**src/rtl/digit_entry_buffer.sv**
```systemverilog
// digit_entry_buffer
//   Collects NUM_DIGITS digits, one per rising edge of 'enter', into a
//   partial entry. The final enter edge commits the completed entry to
//   'code' and pulses 'code_valid' for one cycle. 'clear' aborts the
//   current entry. Rising-edge backspace removes the last digit.
//
//   Build option: define DIGIT_ENTRY_BACKSPACE_EN to enable backspace.
//   When it is undefined, the backspace port is present but ignored, and
//   no backspace edge register is built.
//
// Ports
//   clk         rising-edge clock
//   reset       synchronous, active-high
//   digit_in    current switch value (DIGIT_W bits)
//   enter       debounced level; acts on its rising edge
//   backspace   level; acts on its rising edge
//   clear       single-cycle pulse; aborts the current entry
//   code        last committed code; first-entered digit in the MSBs
//   code_valid  one-cycle pulse when code is updated
//   entry       partial entry, laid out like code; unfilled slots are 0
//   digit_count number of digits held in entry
module digit_entry_buffer #(
  parameter int DIGIT_W    = 4,
  parameter int NUM_DIGITS = 4,
  localparam int VW = DIGIT_W * NUM_DIGITS,
  localparam int CW = $clog2(NUM_DIGITS + 1)
) (
  input  logic          clk,
  input  logic          reset,
  input  logic [DIGIT_W-1:0] digit_in,
  input  logic          enter,
  input  logic          backspace,
  input  logic          clear,
  output logic [VW-1:0] code,
  output logic          code_valid,
  output logic [VW-1:0] entry,
  output logic [CW-1:0] digit_count
);

  localparam logic [CW-1:0] LAST = CW'(NUM_DIGITS - 1);

  typedef enum logic {COLLECT = 1'b0, COMMIT = 1'b1} state_t;

  state_t state_q, state_n;

  // Edge detection: the previous sample is registered, the current level
  // is the live input, so an input held high yields exactly one event.
  logic enter_q;
  logic enter_edge;
  logic bksp_edge;

  always_ff @(posedge clk) begin
    if (reset) enter_q <= 1'b0;
    else       enter_q <= enter;
  end

  assign enter_edge = enter & ~enter_q;

`ifdef DIGIT_ENTRY_BACKSPACE_EN
  logic bksp_q;

  always_ff @(posedge clk) begin
    if (reset) bksp_q <= 1'b0;
    else       bksp_q <= backspace;
  end

  assign bksp_edge = backspace & ~bksp_q;
`else
  logic unused_backspace;

  assign unused_backspace = backspace;
  assign bksp_edge        = 1'b0;
`endif

  // Datapath next-state. Priority: clear > backspace edge > enter edge.
  logic [VW-1:0] entry_n, code_n;
  logic [CW-1:0] count_n;
  logic          commit;
  int            off;

  always_comb begin
    entry_n = entry;
    code_n  = code;
    count_n = digit_count;
    commit  = 1'b0;
    off     = 0;
    if (clear) begin
      entry_n = '0;
      count_n = '0;
    end else if (bksp_edge) begin
      if (digit_count != '0) begin
        count_n = digit_count - 1'b1;
        // Vacated slot is the one just below the current count.
        off = (NUM_DIGITS - int'(digit_count)) * DIGIT_W;
        entry_n[off +: DIGIT_W] = '0;
      end
    end else if (enter_edge) begin
      if (digit_count == LAST) begin
        // Final slot is the LSB digit, always zero in entry here, so the
        // live digit is dropped straight into the committed code.
        code_n = entry;
        code_n[DIGIT_W-1:0] = digit_in;
        entry_n = '0;
        count_n = '0;
        commit  = 1'b1;
      end else begin
        off = (NUM_DIGITS - 1 - int'(digit_count)) * DIGIT_W;
        entry_n[off +: DIGIT_W] = digit_in;
        count_n = digit_count + 1'b1;
      end
    end
  end

  always_ff @(posedge clk) begin
    if (reset) begin
      entry       <= '0;
      code        <= '0;
      digit_count <= '0;
    end else begin
      entry       <= entry_n;
      code        <= code_n;
      digit_count <= count_n;
    end
  end

  // Commit FSM
  always_ff @(posedge clk) begin
    if (reset) state_q <= COLLECT;
    else       state_q <= state_n;
  end

  always_comb begin
    state_n = state_q;
    case (state_q)
      COLLECT: if (commit) state_n = COMMIT;
      COMMIT:  state_n = COLLECT;
      default: state_n = COLLECT;
    endcase
  end

  assign code_valid = (state_q == COMMIT);

endmodule

```
**config.mk**
```make
export PLATFORM = sky130hd
export DESIGN_NAME = digit_entry_buffer
export DESIGN_NICKNAME = d
export VERILOG_FILES = /design/src/rtl/digit_entry_buffer.sv
export SDC_FILE = /design/constraint.sdc
export NUM_CORES = 1
export LEC_CHECK = 0
export BUFFER_PORTS_ARGS = -buffer_cell sky130_fd_sc_hd__buf_2
export CELL_PAD_IN_SITES_DETAIL_PLACEMENT = 0
export CELL_PAD_IN_SITES_GLOBAL_PLACEMENT = 1
export CORE_MARGIN = 4
export CORE_UTILIZATION = 44
export CTS_BUF_LIST = sky130_fd_sc_hd__clkbuf_4 sky130_fd_sc_hd__clkbuf_8
export CTS_CLUSTER_SIZE = 25
export DETAILED_ROUTE_END_ITERATION = 8
export GPL_ROUTABILITY_DRIVEN = 0
export GPL_TIMING_DRIVEN = 0
export PLACE_DENSITY_LB_ADDON = 0.1
export SYNTH_ARGS = -nofsm -noshare
export SYNTH_HDL_FRONTEND = slang
export SYNTH_SLANG_ARGS = --single-unit
```
**constraint.sdc**
```tcl
create_clock -name clk -period 3.3 [get_ports clk]
set_input_delay 0.495 -clock clk [delete_from_list [all_inputs] [get_ports clk]]
set_output_delay 0.495 -clock clk [all_outputs]
set_load 0.03 [all_outputs]
```
; Word-level counts from Yosys, hierarchy flattened
; Cells that the tools add are included.
[word_totals]
ff_bits = 37
output_inout_bits = 36
word_cells = 25
[op_classes]
add_sub_neg = 3
n_eq_ne = 1
shifts = 2
muxes = 8
bitwise = 4
n_reduce_logical = 2
[ops]
columns = op, count
row1 = negator 6 -> 33 bit, 1
row2 = "variable shift 4 x 33 -> 16 bit, first input constant", 1
row3 = indexed part select 4 x 33 -> 16 bit, 1
row4 = bitwise mux 16 bit, 1
row5 = two-way mux 16 bit, 1
row6 = two-way mux 1 bit, 4
row7 = "subtractor 2 x 3 -> 4 bit, first input constant", 1
row8 = "adder 3 x 1 -> 3 bit, second input constant", 1
row9 = "equality test 3 x 2 -> 1 bit, second input constant", 1
row10 = two-way mux 3 bit, 1
row11 = NOT 1 bit, 3
row12 = AND reduction 3 bit, 1
row13 = case mux 1 bit (2 select lines), 1
row14 = OR reduction 2 bit, 1
row15 = bitwise AND 1 bit, 1

; Longest topological paths before layout
; Gate-level depths: netlist (run 1).
[logic_depth]
word_depth = 6
ltp_mapped = 7
ltp_nobuf = 6

; Least setup slack after synthesis (run 1)
; Ideal clock, no wire load.
[synth_timing]
path_type = register -> register
startpoint = register digit_count[0]
endpoint = register entry[12]
setup_ps = 117
t_arrival_ps = 2148
required_time_ps = 3183
setup_slack_ps = 1034
path_stages_with_launch = 7
path_buffers = 0
synth_period_minus_slack_ps = 2266
path_cell_list = dfxtp_1 > ha_1 > inv_1 > ha_1 > nor4_1 > o22ai_1 > a32o_1
[synth_via]
elab_chain_cells = 5
word_cells_on_any_way = 7
classes_between = add/sub (2) / eq/ne (1) / shift (2) / mux (2)
[synth_rtl]
columns = item, line
row1 = start: declaration, 37  ; output logic [CW-1:0] digit_count
row2 = start signal: assignment, 122  ; digit_count <= count_n;
row3 = subtractor 2 x 3 -> 4 bit, 107  ; off = (NUM_DIGITS - 1 - int'(digit_count)) * DIGIT_W;
row4 = negator 6 -> 33 bit, 108  ; entry_n[off +: DIGIT_W] = digit_in;
row5 = indexed part select 4 x 33 -> 16 bit / variable shift 4 x 33 -> 16 bit (equally long branches), 108
row6 = bitwise mux 16 bit, 108
row7 = two-way mux 16 bit *, 98  ; if (digit_count == LAST) begin
row8 = end signal: assignment, 120  ; entry <= entry_n;
row9 = end: declaration, 36  ; output logic [VW-1:0] entry,
; Mark *: on every way between the ends. The rest lies on a longest branch, timed or not.
; A chain may end at the register's enable or synchronous reset.

; Worst setup path after layout (run 1)
[layout_timing]
startpoint = register digit_count[0]
endpoint = register entry[9]
; Same word-level chain as after synthesis.

==> metrics.txt, run 1 <==
status finished clean; switch share 21.2%; WL final around 3600 µm; CTS tree yes; CP most frequent cell ha_1; DR vias/cell 5.06; port bufs between 40 and 50; R2R cell count 6; Fill cells 318; Leakage 0.860 nW; Core Rows 21; Critical Path Sink Type register; antenna-violating nets left 0; core box area 0.00344 mm²; vias in the first global route around 1.2k; routing usage on met3 5.51%; RSZ-0062 raised after global routing no; relative slew slack a little under half; clock group share of total power around 44%; Post-Route Skew between 0.007 and 0.008 ns; syn_area_per_cell 10.2 µm²; internal power 0.716 mW; Initial Utilization 47.2%; Synth Net Count 174; Hold Path End code_valid; HP Class register to register; Reg power frac ~50%; P_sw 0.193 mW; peak supply drop roughly 250 µV; Worst-Skew Late Latency between 0.2 and 0.3 ns; maxcap violations 0; die width about 69 µm; global-route wire length before repair 5880 µm; # diodes 0; register bit count reported by yosys 37; Yosys warnings 0; Gate power share 6.1%; layout cells sized above 1 around a quarter; CTS Buf Count 5; WP data arrival 2.68 ns; clock slew at reported path FFs 0.07 ns; M2 GR Usage 26.9%; total number of vias 1,290; global route hottest layer met2; crit-path max cell delay 0.62 ns; final hold viol count 0; fin crit share 74.4%; Gate Count Post-Synth 159; reg2reg end entry[9]; WP data required 3.52 ns; # Post-CTS Setup Buffers 0; setup_tns 0 ns; # IOs 45; setup violators final 0; global route overflow 0; sequential cell area fraction in the yosys report a little under half; pwr dens 452 mW/mm²; layout net count 223; CP startpoint digit_count[0]; largest net degree at the start of global routing 13; maximum clock rate ~410 MHz; WL per Instance 14.1 µm; P&R area growth vs syn 23.9%; DIE AREA 0.00473 mm²; total track usage 17.1%; Netlist cell types 30; min-delay src code_valid; Sinks on Clock Net 37; cts hold-fix bufs 0; GR Util met1 21.7%; Total Power 0.910 mW; clk root buf clkbuf_8; reg-to-reg slack, setup 0.84 ns; Slowest-stage cell, CP nor4_1; Worst Path Max Fanout 10; Worst-Margin Slew 0.794 ns; crit path launch type register; H-Tree Depth 2; Crit Reg-Reg Startpoint digit_count[0]; DRT Pass-1 Iters 4; CP Cell Sequence ha_1, inv_1, ha_1, or3b_2, nor4_1, a22o_1; drt drc 0; hpwl dp 2720 µm; CTS max path bufs 2; CTS resizes 0; fin crit period 2.46 ns; Synth Cell Area 0.00162 mm²; crit path kind register to register; Die H 68.8 µm; Min-Delay Path Depth 1; Slew Viols, Final 0; initial antenna violation count 0; detailed router's first-iteration violation count 30
-- Yosys cell counts, drive strengths merged --
cell | count | share of area [%]
nor2 | 2 | 0.46
inv | 3 | 0.69
or3 | 2 | 0.77
nand2 | 8 | 1.8
nor4b | 1 | 0.54
a21oi | 3 | 0.92
mux2i | 20 | 12
a32o | 4 | 2.5
nand3b | 5 | 2.3
o22ai | 2 | 0.77
or2b | 1 | 0.46
nor3 | 3 | 1.2
and4 | 1 | 0.54
or3b | 2 | 1.1
buf | 1 | 0.69
or2 | 1 | 0.39
nand2b | 32 | 12
dfxtp | 37 | 46
or4b | 1 | 0.62
nor2b | 2 | 0.77
a31oi | 1 | 0.39
and3 | 1 | 0.39
nor4 | 2 | 0.77
ha | 6 | 4.6
nand3 | 4 | 1.2
clkbuf | 6 | 1.5
a22o | 8 | 4.3
-- area by class of cell --
cell class	count	area (µm²)	share of cell area, %
Clock inverter	2	37.5	1.87
Timing Repair Buffer	42	210	10.4
Buffer	7	35.0	1.74
Inverter	3	11.3	0.560
Clock buffer	6	82.6	4.10
Multi-Input combinational cell	112	837	41.6
Sequential cell	37	741	36.8
Tap cell	46	57.6	2.86
-- cell usage in the layout (no fill, tap or decap), drive strengths merged, types with 2 or more instances in the layout --
cell	n
nand3	4
mux2i	20
o22ai	2
nor2b	2
nand2	8
nor2	2
or3b	2
or3	2
dfxtp	37
nor4	2
clkbuf	12
buf	43
nor3	3
nand3b	5
ha	6
inv	3
a32o	4
nand2b	32
a22o	8
a21oi	3
-- worst max path at each step --
stage,end,cells after the start
after floorplan,entry[12],6
after global placement,entry[9],6
after detailed placement,entry[11],6
after CTS,entry[9],6
after global routing,entry[11],6
final,entry[9],6
-- routing by layer --
metal	vias to the layer above	part of all wire, %
li1	657	-
met1	598	49
met4	0	1.3
met2	30	45
met3	5	5.5
met5	-	0
-- critical path: cells and delay by family, from the launching register on --
kind                     cells  cell delay, ns
AO/OA/AOI/OAI                1            0.22
AND/OR/NAND/NOR              2            1.07
flip-flops                   1            0.50
buffers and inverters        1            0.06
adder cells (fa/ha/maj)      2            0.54
-- power by group through the flow --
| stage | clock (mW) | sequential (mW) | combinational [mW] |
|---|---|---|---|
| after floorplan | 0 | 0.468 | 0.0308 |
| after global placement | 0 | 0.463 | 0.0548 |
| after detailed placement | 0 | 0.463 | 0.0558 |
| after CTS | 0.415 | 0.453 | 0.0561 |
| after global routing | 0.438 | 0.454 | 0.0617 |
| final | 0.401 | 0.453 | 0.0558 |
-- kinds of logic after synthesis --
logic type	count (synthesis)	share of synthesized area (%)
compound gates	18	8.86
fa+ha+maj	6	4.62
flops	37	45.6
simple gates	68	25.7
mux	20	12.3
buf+inv	10	2.85
-- flip-flops by register name, summed over array words and instances, names as in the netlist --
register,flops
digit_count,3
code_valid,1
enter_q,1
code,16
entry,16
-- metrics by stage --
| step | instances | utilization, % | setup slack [ns] | area [µm²] | hold slack (ns) |
|---|---|---|---|---|---|
| 2_1_floorplan | 159 | - | 1.03 | 1620 | 0.577 |
| 3_3_place_gp | 247 | 55.0 | 0.920 | 1890 | 0.407 |
| 3_5_place_dp | 247 | 55.0 | 0.909 | 1890 | 0.405 |
| 4_1_cts | 255 | 58.5 | 0.876 | 2010 | 0.425 |
| 5_1_grt | 255 | 58.5 | 0.647 | 2010 | 0.477 |
| 6_report | 255 | 58.5 | 0.845 | 2010 | 0.432 |
Power figures use the tool's default switching activity.
==> run 2: changes to the inputs <==
--- a/config.mk
+++ b/config.mk
@@ -9,7 +9,7 @@
 export CELL_PAD_IN_SITES_DETAIL_PLACEMENT = 0
 export CELL_PAD_IN_SITES_GLOBAL_PLACEMENT = 1
 export CORE_MARGIN = 4
-export CORE_UTILIZATION = 44
+export CORE_UTILIZATION = 37
 export CTS_BUF_LIST = sky130_fd_sc_hd__clkbuf_4 sky130_fd_sc_hd__clkbuf_8
 export CTS_CLUSTER_SIZE = 25
 export DETAILED_ROUTE_END_ITERATION = 8
==> constraint.sdc (replaced) <==
create_clock -name clk -period 2.1 [get_ports clk]
set_input_delay 0.315 -clock clk [delete_from_list [all_inputs] [get_ports clk]]
set_output_delay 0.315 -clock clk [all_outputs]
set_load 0.03 [all_outputs]
==> metrics.txt, run 2 (same netlist as run 1, synthesis figures left out) <==
detailed router's first-iteration violation count 23; Worst-Margin Slew 0.828 ns; Worst Path Max Fanout 10; Worst-Skew Late Latency 0.29 ns; total track usage 15.2%; Slowest-stage cell, CP or4b_4; Die H about 74 µm; R2R cell count 7; crit path launch type register; layout cells sized above 1 30.7%; Final Util 51.4%; Initial Utilization 39.5%; peak supply drop slightly below 300 µV; CP Cell Sequence nand3b_1, inv_1, ha_1, or3b_4, or4b_4, buf_6, mux2i_1; # diodes 0; WP data required 2.27 ns; Critical Path Sink Type register; DR vias/cell roughly 5; die width ~74 µm; fin crit share 94.2%; commonest non-fill, non-tap cells in the layout 42 x buf_2, 35 x dfxtp_1, 32 x nand2b_1, 20 x mux2i_1; CP startpoint digit_count[0]; reg-to-reg slack, setup 0.12 ns; port bufs 42; layout net count 226; hpwl dp between 2000 and 3000 µm; DIE AREA 0.00551 mm²; clock slew at reported path FFs about 0.070 ns; WP data arrival between 2 and 2.5 ns; final std cells w/o fill 262; antenna-violating nets left 0; Min-Delay Path Depth 2; CTS Buf Count 5; Reg power frac 46.7%; reg2reg end entry[1]; CTS max path bufs 2; final hold viol count 0; HP Class input pin to register; CP Buf/Inv Count 2; crit-path max cell delay just under 0.5 ns; core box area 0.00412 mm²; maxcap violations 0; vias in the first global route 1,343; clk root buf clkbuf_8; P_sw 0.308 mW; CTS tree yes; setup violators final 0; WP depth 7; cts hold-fix bufs 0; status finished clean; maximum clock rate around 500 MHz; initial antenna violation count 0; CP endpoint entry[1]; Leakage around 0.90 nW; relative slew slack 44.5%; largest net degree at the start of global routing 13; clock group share of total power 47.0%; P&R area growth vs syn 30.3%; commonest non-fill, non-tap cell in the layout buf_2; Gate power share 6.3%; switch share 20.3%; WL final 3880 µm; WL per Instance 14.8 µm; Sinks on Clock Net 37; global-route wire length before repair 6440 µm; fin crit period a little under 2 ns; Total Power 1.52 mW; Core Rows 23; Crit Reg-Reg Startpoint digit_count[0]; RSZ-0062 raised after global routing no; pwr dens 720 mW/mm²; # IOs 45; H-Tree Depth 2; Regs by FF count code: 16 flops, entry: 16 flops, digit_count: 3 flops; DRT Pass-1 Iters 4; global route overflow 0; cell count after placement 251; Slew Viols, Final 0; total number of vias 1,321; crit path kind register to register; drt drc 0; Worst path top cell family by delay simple AND/OR/NAND/NOR gates; internal power 1.21 mW; Post-Route Skew 0.00920 ns
==> run 2: changes by cell type in the layout (fill, tap and decap cells not counted), sizes merged <==
cell / delta
clkbuf: -2
bufinv: +1
clkinvlp: -1
buf: +4
clkinv: +1
==> run 2: what timing repair did <==
action | 4_1_cts | 5_1_grt
setup buffers | 1 | 2
gates resized for setup | 0 | 9
setup endpoints to repair | 4 | 13
pin swaps | 0 | 2
==> run 2: worst min-delay path by stage <==
| stage | startpoint | endpoint | slack, ns |
|---|---|---|---|
| finish | enter | enter_q | 0.30 |
| global placement | code_valid | code_valid | 0.41 |
| global route | enter | enter_q | 0.32 |
| detailed placement | code_valid | code_valid | 0.41 |
| floorplan | digit_in[2] | entry[10] | 0.44 |
| CTS | enter | enter_q | 0.29 |
==> run 2: layer usage <==
layer	track usage (%)	share of wire [%]	up-vias
met2	23.8	45	39
met5	0	0	-
met3	4.32	6.1	8
li1	-	-	665
met1	19.8	47	609
met4	6.32	1.7	0
==> run 2: layout make-up <==
cell class | count | area (µm²)
fillers | 380 | 2000
multi-input cells | 112 | 886
flip-flops and latches | 37 | 748
repair buffers | 45 | 233
clock buffers | 5 | 68.8
clock inverters | 3 | 65.1
well taps | 50 | 62.6
plain buffers | 7 | 41.3
inverters | 3 | 11.3
==> run 2: power by group through the flow <==
stage | registers, mW | logic, mW | clock network (mW)
floorplan | 0.735 | 0.0500 | 0
global placement | 0.727 | 0.0886 | 0
detailed placement | 0.728 | 0.0904 | 0
CTS | 0.711 | 0.0907 | 0.743
global route | 0.711 | 0.106 | 0.764
finish | 0.711 | 0.0965 | 0.716
==> run 2: through the flow <==
step	instance area, µm²	hold slack, ns	setup WS, ns	setup TNS [ns]
global route	2120	0.317	0.0123	0
finish	2120	0.298	0.121	0
floorplan	1640	0.441	0.0438	0
global placement	1910	0.407	-0.00707	-0.0186
detailed placement	1910	0.409	-0.0316	-0.0901
CTS	2060	0.291	0.0242	0
